<file path="src/rtl/bf16_pkg.sv">
// Shared constants, result-FIFO entry type and ID-width helper for the bf16 multiplier scheduler.
package bf16_pkg;

  localparam int unsigned BF16_W   = 16;
  localparam int unsigned MAX_ID_W = 4;
  localparam logic [BF16_W-1:0] BF16_ONE  = 16'h3F80;
  localparam logic [BF16_W-1:0] BF16_ZERO = 16'h0000;

  typedef struct packed {
    logic [MAX_ID_W-1:0] id;
    logic [BF16_W-1:0]   data;
  } rsp_entry_t;

  function automatic int unsigned id_w(input int unsigned n);
    return (n > 1) ? int'($clog2(n)) : 1;
  endfunction

endpackage

</file>
<file path="src/rtl/bf16_rr_arbiter.sv">
// Round-robin arbiter: first requester at or after the pointer wins; pointer moves past the winner on en.
module bf16_rr_arbiter
  import bf16_pkg::*;
#(
  parameter  int unsigned NUM_REQ = 4,
  localparam int unsigned ID_W    = id_w(NUM_REQ)
) (
  input  logic               clk,
  input  logic               rst,
  input  logic [NUM_REQ-1:0] req,
  input  logic               en,
  output logic [NUM_REQ-1:0] gnt,
  output logic [ID_W-1:0]    gnt_idx
);

  logic [ID_W-1:0] ptr_q, ptr_d;
  logic            found;
  int unsigned     idx;

  always_comb begin
    found   = 1'b0;
    gnt_idx = '0;
    idx     = 0;
    for (int unsigned i = 0; i < NUM_REQ; i++) begin
      idx = (32'(ptr_q) + i) % NUM_REQ;
      if (!found && req[ID_W'(idx)]) begin
        found   = 1'b1;
        gnt_idx = ID_W'(idx);
      end
    end
    gnt   = found ? (NUM_REQ'(1) << gnt_idx) : '0;
    ptr_d = en ? ID_W'((32'(gnt_idx) + 1) % NUM_REQ) : ptr_q;
  end

  always_ff @(posedge clk) begin
    if (rst) ptr_q <= '0;
    else     ptr_q <= ptr_d;
  end

endmodule

</file>
<file path="src/rtl/bf16_mult_sched.sv">
// Shares one pipelined bf16 multiplier among NUM_REQ requesters with credit-protected in-order result FIFO.
// Define BF16_SCHED_STATS_EN to add saturating issue/stall counters (stat_issue, stat_stall).
module bf16_mult_sched
  import bf16_pkg::*;
#(
  parameter  int unsigned NUM_REQ    = 4,
  parameter  int unsigned MUL_LAT    = 2,
  parameter  int unsigned FIFO_DEPTH = 4,
  localparam int unsigned ID_W       = id_w(NUM_REQ)
) (
  input  logic                      clk,
  input  logic                      rst,
  input  logic [NUM_REQ-1:0]        req_valid,
  input  logic [NUM_REQ*BF16_W-1:0] req_a,
  input  logic [NUM_REQ*BF16_W-1:0] req_b,
  output logic [NUM_REQ-1:0]        req_ready,
  output logic [BF16_W-1:0]         mul_a,
  output logic [BF16_W-1:0]         mul_b,
  input  logic [BF16_W-1:0]         mul_out,
  output logic                      rsp_valid,
  input  logic                      rsp_ready,
  output logic [ID_W-1:0]           rsp_id,
  output logic [BF16_W-1:0]         rsp_data
`ifdef BF16_SCHED_STATS_EN
  ,
  output logic [31:0]               stat_issue,
  output logic [31:0]               stat_stall
`endif
);

  localparam int unsigned CNT_W = $clog2(FIFO_DEPTH) + 1;
  localparam int unsigned PTR_W = id_w(FIFO_DEPTH);

  logic [NUM_REQ-1:0] gnt;
  logic [ID_W-1:0]    gnt_idx;
  logic               any_req_c, credit_ok_c, issue_c, stall_c, push_c, pop_c;
  logic [CNT_W-1:0]   inflight_c;

  logic [MUL_LAT-1:0] trk_vld_q, trk_vld_d;
  logic [ID_W-1:0]    trk_id_q [MUL_LAT];
  logic [ID_W-1:0]    trk_id_d [MUL_LAT];

  rsp_entry_t         mem_q [FIFO_DEPTH];
  rsp_entry_t         mem_d [FIFO_DEPTH];
  rsp_entry_t         head_c;
  logic [PTR_W-1:0]   wr_ptr_q, wr_ptr_d, rd_ptr_q, rd_ptr_d;
  logic [CNT_W-1:0]   count_q, count_d;

  bf16_rr_arbiter #(.NUM_REQ(NUM_REQ)) u_arb (
    .clk     (clk),
    .rst     (rst),
    .req     (req_valid),
    .en      (issue_c),
    .gnt     (gnt),
    .gnt_idx (gnt_idx)
  );

  // Credits come from registered state only, so a pop never frees a slot in its own cycle.
  always_comb begin
    inflight_c = '0;
    for (int i = 0; i < MUL_LAT; i++) inflight_c = inflight_c + CNT_W'(trk_vld_q[i]);
    credit_ok_c = ((CNT_W+1)'(count_q) + (CNT_W+1)'(inflight_c)) < (CNT_W+1)'(FIFO_DEPTH);
    any_req_c   = |req_valid;
    issue_c     = any_req_c && credit_ok_c && !rst;
    stall_c     = any_req_c && !credit_ok_c && !rst;
    req_ready   = issue_c ? gnt : '0;
    mul_a       = BF16_ZERO;
    mul_b       = BF16_ZERO;
    for (int i = 0; i < NUM_REQ; i++) begin
      if (req_ready[i]) begin
        mul_a = req_a[BF16_W*i +: BF16_W];
        mul_b = req_b[BF16_W*i +: BF16_W];
      end
    end
  end

  // ID tracking pipe runs in lockstep with the multiplier; its last stage marks mul_out as valid.
  always_comb begin
    trk_vld_d    = '0;
    trk_id_d     = trk_id_q;
    trk_vld_d[0] = issue_c;
    trk_id_d[0]  = gnt_idx;
    for (int i = 1; i < MUL_LAT; i++) begin
      trk_vld_d[i] = trk_vld_q[i-1];
      trk_id_d[i]  = trk_id_q[i-1];
    end
  end

  always_comb begin
    head_c    = mem_q[rd_ptr_q];
    rsp_valid = (count_q != '0);
    rsp_id    = rsp_valid ? ID_W'(head_c.id) : '0;
    rsp_data  = rsp_valid ? head_c.data : BF16_ZERO;
    push_c    = trk_vld_q[MUL_LAT-1];
    pop_c     = rsp_valid && rsp_ready;
    mem_d     = mem_q;
    if (push_c) mem_d[wr_ptr_q] = '{id: MAX_ID_W'(trk_id_q[MUL_LAT-1]), data: mul_out};
    wr_ptr_d  = push_c ? wr_ptr_q + PTR_W'(1) : wr_ptr_q;
    rd_ptr_d  = pop_c  ? rd_ptr_q + PTR_W'(1) : rd_ptr_q;
    count_d   = count_q + CNT_W'(push_c) - CNT_W'(pop_c);
  end

  always_ff @(posedge clk) begin
    if (rst) begin
      trk_vld_q <= '0;
      wr_ptr_q  <= '0;
      rd_ptr_q  <= '0;
      count_q   <= '0;
    end else begin
      trk_vld_q <= trk_vld_d;
      wr_ptr_q  <= wr_ptr_d;
      rd_ptr_q  <= rd_ptr_d;
      count_q   <= count_d;
    end
  end

  always_ff @(posedge clk) begin
    trk_id_q <= trk_id_d;
    mem_q    <= mem_d;
  end

  fifo_no_overflow: assert property (@(posedge clk) disable iff (rst)
    !(push_c && count_q == CNT_W'(FIFO_DEPTH)));

`ifdef BF16_SCHED_STATS_EN
  logic [31:0] stat_issue_q, stat_issue_d, stat_stall_q, stat_stall_d;

  always_comb begin
    stat_issue_d = stat_issue_q;
    stat_stall_d = stat_stall_q;
    if (issue_c && stat_issue_q != '1) stat_issue_d = stat_issue_q + 32'd1;
    if (stall_c && stat_stall_q != '1) stat_stall_d = stat_stall_q + 32'd1;
  end

  always_ff @(posedge clk) begin
    if (rst) begin
      stat_issue_q <= '0;
      stat_stall_q <= '0;
    end else begin
      stat_issue_q <= stat_issue_d;
      stat_stall_q <= stat_stall_d;
    end
  end

  assign stat_issue = stat_issue_q;
  assign stat_stall = stat_stall_q;
`else
  logic unused_stall;
  assign unused_stall = stall_c;
`endif

endmodule

</file>
<file path="config.mk">
export PLATFORM = sky130hd
export DESIGN_NAME = bf16_mult_sched
export DESIGN_NICKNAME = d
export VERILOG_FILES = /design/src/rtl/bf16_pkg.sv /design/src/rtl/bf16_rr_arbiter.sv /design/src/rtl/bf16_mult_sched.sv
export SDC_FILE = /design/constraint.sdc
export NUM_CORES = 1
export LEC_CHECK = 0
export ABC_AREA = 1
export BUFFER_PORTS_ARGS = -buffer_cell sky130_fd_sc_hd__buf_2
export CORE_AREA = 3 3 95 143
export CTS_CLUSTER_DIAMETER = 40
export CTS_CLUSTER_SIZE = 28
export DETAILED_ROUTE_END_ITERATION = 12
export DIE_AREA = 0 0 98 146
export PLACE_DENSITY = 0.7
export SLEW_MARGIN = 20
export SYNTH_ARGS = -nofsm -noshare
export SYNTH_HDL_FRONTEND = slang
export SYNTH_SLANG_ARGS = --single-unit
</file>
<file path="constraint.sdc">
create_clock -name clk -period 2.8 [get_ports clk]
set_clock_uncertainty 0.05 [all_clocks]
set_input_delay 0 -clock clk [delete_from_list [all_inputs] [get_ports clk]]
set_output_delay 0 -clock clk [all_outputs]
set_load 0.01 [all_outputs]
</file>
==> impl_metrics.toml <==
[cts]
cts_made_buffers = 9
cts_sinks = 87
cts_tree = "built"
root_buffer = "clkbuf_16"
clk_latency_ps = 330
cts_max_level = 3
clk_pin_slew_ps = 60
cts_max_path_buffers = 2

[power]
power.total_mw = 6.76
p_sw_mw = 2.71
p_comb_share_pct = 56.1
clock_power_share_pct = 19.8
vdd_drop_max_mv = 0.502
power_per_cell_area_mw_per_mm2 = 910
seqPwrFrac_pct = 24.1
p_int_mw = 4.05
switching_share_pct = 40.1
power_leakage_nw = 3.77

[logic_synthesis]
async_reset_ff_share_pct = 0
ys_seq_elements = 87
yosysTopAreaCellShare_pct = 41.6
synth_area_mm2 = 0.00519
synth_area_leader_cell = "edfxtp_1"
synth_edf_count = 72
synth_warnings = 0
synth_nets = 858
synth_cells = 694
netlist-cell-type-count = 29
synth_ff_type = "edfxtp_1"
synth_area_leaders = "edfxtp_1, nand2_1, nor2_1, inv_1, dfxtp_1"
yosysSeqAreaShare_pct = 47.4
syn_avg_cell_area_um2 = 7.48

[worst_setup_path]
crit_slowest_cell = "dfxtp_4"
crit_fanout = 16
path_common_cell = "nand2_1"
slowest_delay_ps = 380
path_cells = "buf_12 -> o21ai_4 -> nand2_1 -> nand2_2 -> nand2_2 -> nor2_4 -> o21ai_2 -> nand3_1 -> nand2_2 -> ha_2 -> nand4_1 -> buf_4 -> clkbuf_16 -> nor2_1 -> nor2_1 -> nand2_1 -> nand2_1 -> nand2_1 -> buf_2"
reg2reg_depth = 11
arrival_ps = 2650
r2r-end = "count_q[2]"
critPathTopFamily = "simple AND/OR/NAND/NOR gates"
start_kind = "flop"
r2r_slack_ps = 640
rr_startpoint = "count_q[1]"
cp_num_buf_inv = 4
crit_type = "flop to output port"
end_kind = "output port"
worstPathRequired_ps = 2750

[sta]
fmax_mhz = 370
worst_pin_slew_ps = 838
rsz0062_at_grt = "true"
report.final.slew_viol_count = 0
setup_violations = 0
finalHoldViolations = 0
maxSlewHeadroom_pct = 44.1
period_share_pct = 96.6
fin_setup_tns_ps = 0
finalCriticalPeriod_ps = 2700

[outcome]
outcome = "completed"

[cells_and_area]
fin_area_mm2 = 0.00743
fin_nets = 1089
areaGrowthSynthToFinish_pct = 43.0
drive_gt1_share_pct = 32.2
finalNonFillerCells = 1088
utilization_pct = 59.7

[floorplan]
dieWidth_um = 98
dieArea_mm2 = 0.0143
start_util_pct = 41.7
ioPinCount = 206
dieHeight_um = 146
core_mm2 = 0.0124
fp-row-count = 50

[hold_path]
holdPathEnd = "rd_ptr_q[0]"
whs_path_depth = 4
hold_path_class = "primary input to flop"
timing.hold.worst.start = "rsp_ready"

[drt]
viasPerCell = 4.86
drt-total-wl_um = 16400
drtIter0Drc = 173
drc_errors = 0
route.met2.wl_um = 8970
detail_route.wl_per_cell_um = 15.1
num_vias = 5292
ant_nets = 0
top_layer = "met4"
dr.pass1.iters = 8
wl_met3_um = 1040
drt-met1-wl_um = 5790

[placement]
dp_hpwl_um = 9870
placed_cells = 1024
placed_area_mm2 = 0.00632
port_buffers = 205
gp_congestion = 0.844

[grt]
grt_pass1_wl_um = 21800
grt_usage_pct = 18.8
grt_overflow_total = 0
antenna_found_initial = 2
grt_max_degree = 66
grt_pass1_vias = 4710

[flow_run]
maxCapViolCount = 0
registers in the layout, summed over array words and instances, names as in the netlist:
name,count
u_arb.ptr_q,2
trk_id_d,2
wr_ptr_q,2
mem_q,72
trk_vld_q,2
rd_ptr_q,2
count_q,3
trk_id_q,2
placed cells by master (no fill, tap or decap), drive strengths merged:
| master | synthesis | final |
|---|---|---|
| bufinv | 0 | 3 |
| diode | 0 | 2 |
| edfxtp | 72 | 72 |
| nor2 | 154 | 154 |
| nand3 | 36 | 36 |
| a21oi | 55 | 55 |
| nand3b | 1 | 1 |
| ha | 12 | 12 |
| xnor2 | 3 | 3 |
| nor3 | 1 | 1 |
| clkbuf | 11 | 22 |
| dfxtp | 15 | 15 |
| buf | 28 | 233 |
| nand2 | 160 | 160 |
| dlygate4sd3 | 0 | 17 |
| o21ai | 45 | 45 |
| xor2 | 1 | 1 |
| fa | 1 | 1 |
| inv | 94 | 94 |
| clkinv | 2 | 2 |
| nand4 | 3 | 3 |
power groups by stage:
stage	combinational (mW)	sequential, mW	clock [mW]
floorplan	2.03	1.61	0
global placement	2.98	1.64	0
detailed placement	3.00	1.65	0
CTS	3.04	1.62	1.36
global route	4.22	1.64	1.42
finish	3.79	1.63	1.34
layout make-up:
class                      count  area [µm²]
inverter                      96         360
clock buffer                  13         250
fill                        1152        5020
tap                          156         195
timing repair buffer         259        1770
sequential                    87        2470
clock inverter                 3        90.1
antenna                        2        5.00
multi-input combinational    472        2290
cells in the mapped netlist, types with 3 or more instances:
library cell,n
inv_1,91
o21ai_0,42
buf_4,8
o21ai_1,3
buf_6,3
inv_2,3
nand3_1,35
nand4_1,3
nand2_1,157
ha_1,12
buf_2,15
a21oi_1,54
dfxtp_1,15
xnor2_1,3
nor2_1,150
clkbuf_1,11
edfxtp_1,72
worst max-delay path by stage:
stage | startpoint | endpoint | cells past startpoint
final | u_arb.ptr_q[0] | mul_b[13] | 19
after global routing | u_arb.ptr_q[0] | mul_a[0] | 20
after CTS | u_arb.ptr_q[0] | mul_a[12] | 17
after detailed placement | u_arb.ptr_q[0] | mul_b[3] | 19
after global placement | u_arb.ptr_q[0] | mul_b[7] | 15
after floorplan | count_q[1] | count_q[2] | 11
what timing repair did:
action	4_1_cts	5_1_grt
gates cloned	0	17
hold buffers	17	0
gates resized for setup	1	51
setup endpoints to repair	32	35
pin swaps	0	18
hold endpoints to repair	71	0
buffers inserted	0	12
worst reg2reg max path, stage by stage (launching register included):
cell and delay (ps):
dfxtp_1 380, nor3_2 250, inv_2 60, nand2_1 100, inv_1 60, ha_1 280, inv_1 60, ha_1 130
inv_1 50, fa_1 370, xnor2_1 190, nor2_1 60
cells by family (layout without fill, tap and decap cells):
family | count (synthesis) | in the layout | share of synthesized area, %
compound gates | 100 | 100 | 9.71
xor+xnor | 4 | 4 | 0.675
fa+ha+maj | 13 | 13 | 3.28
buf+inv | 135 | 371 | 11.1
flops | 87 | 87 | 47.4
other cells | 0 | 2 | 0
simple gates | 355 | 355 | 27.8
per-layer routing:
layer  vias to the layer above  global-route usage [%]
met3                        44                    4.22
met2                       225                    34.8
li1                       2650                       -
met1                      2373                    19.9
met4                         0                    8.66
met5                         -                       0
per-stage QoR:
stage	worst slack, ps	hold slack, ps
final	95.5	23.2
after CTS	2.69	16.3
after floorplan	557	48.9
after detailed placement	279	166
after global placement	301	163
after global routing	-104	29.0
Power figures use the tool's default switching activity.
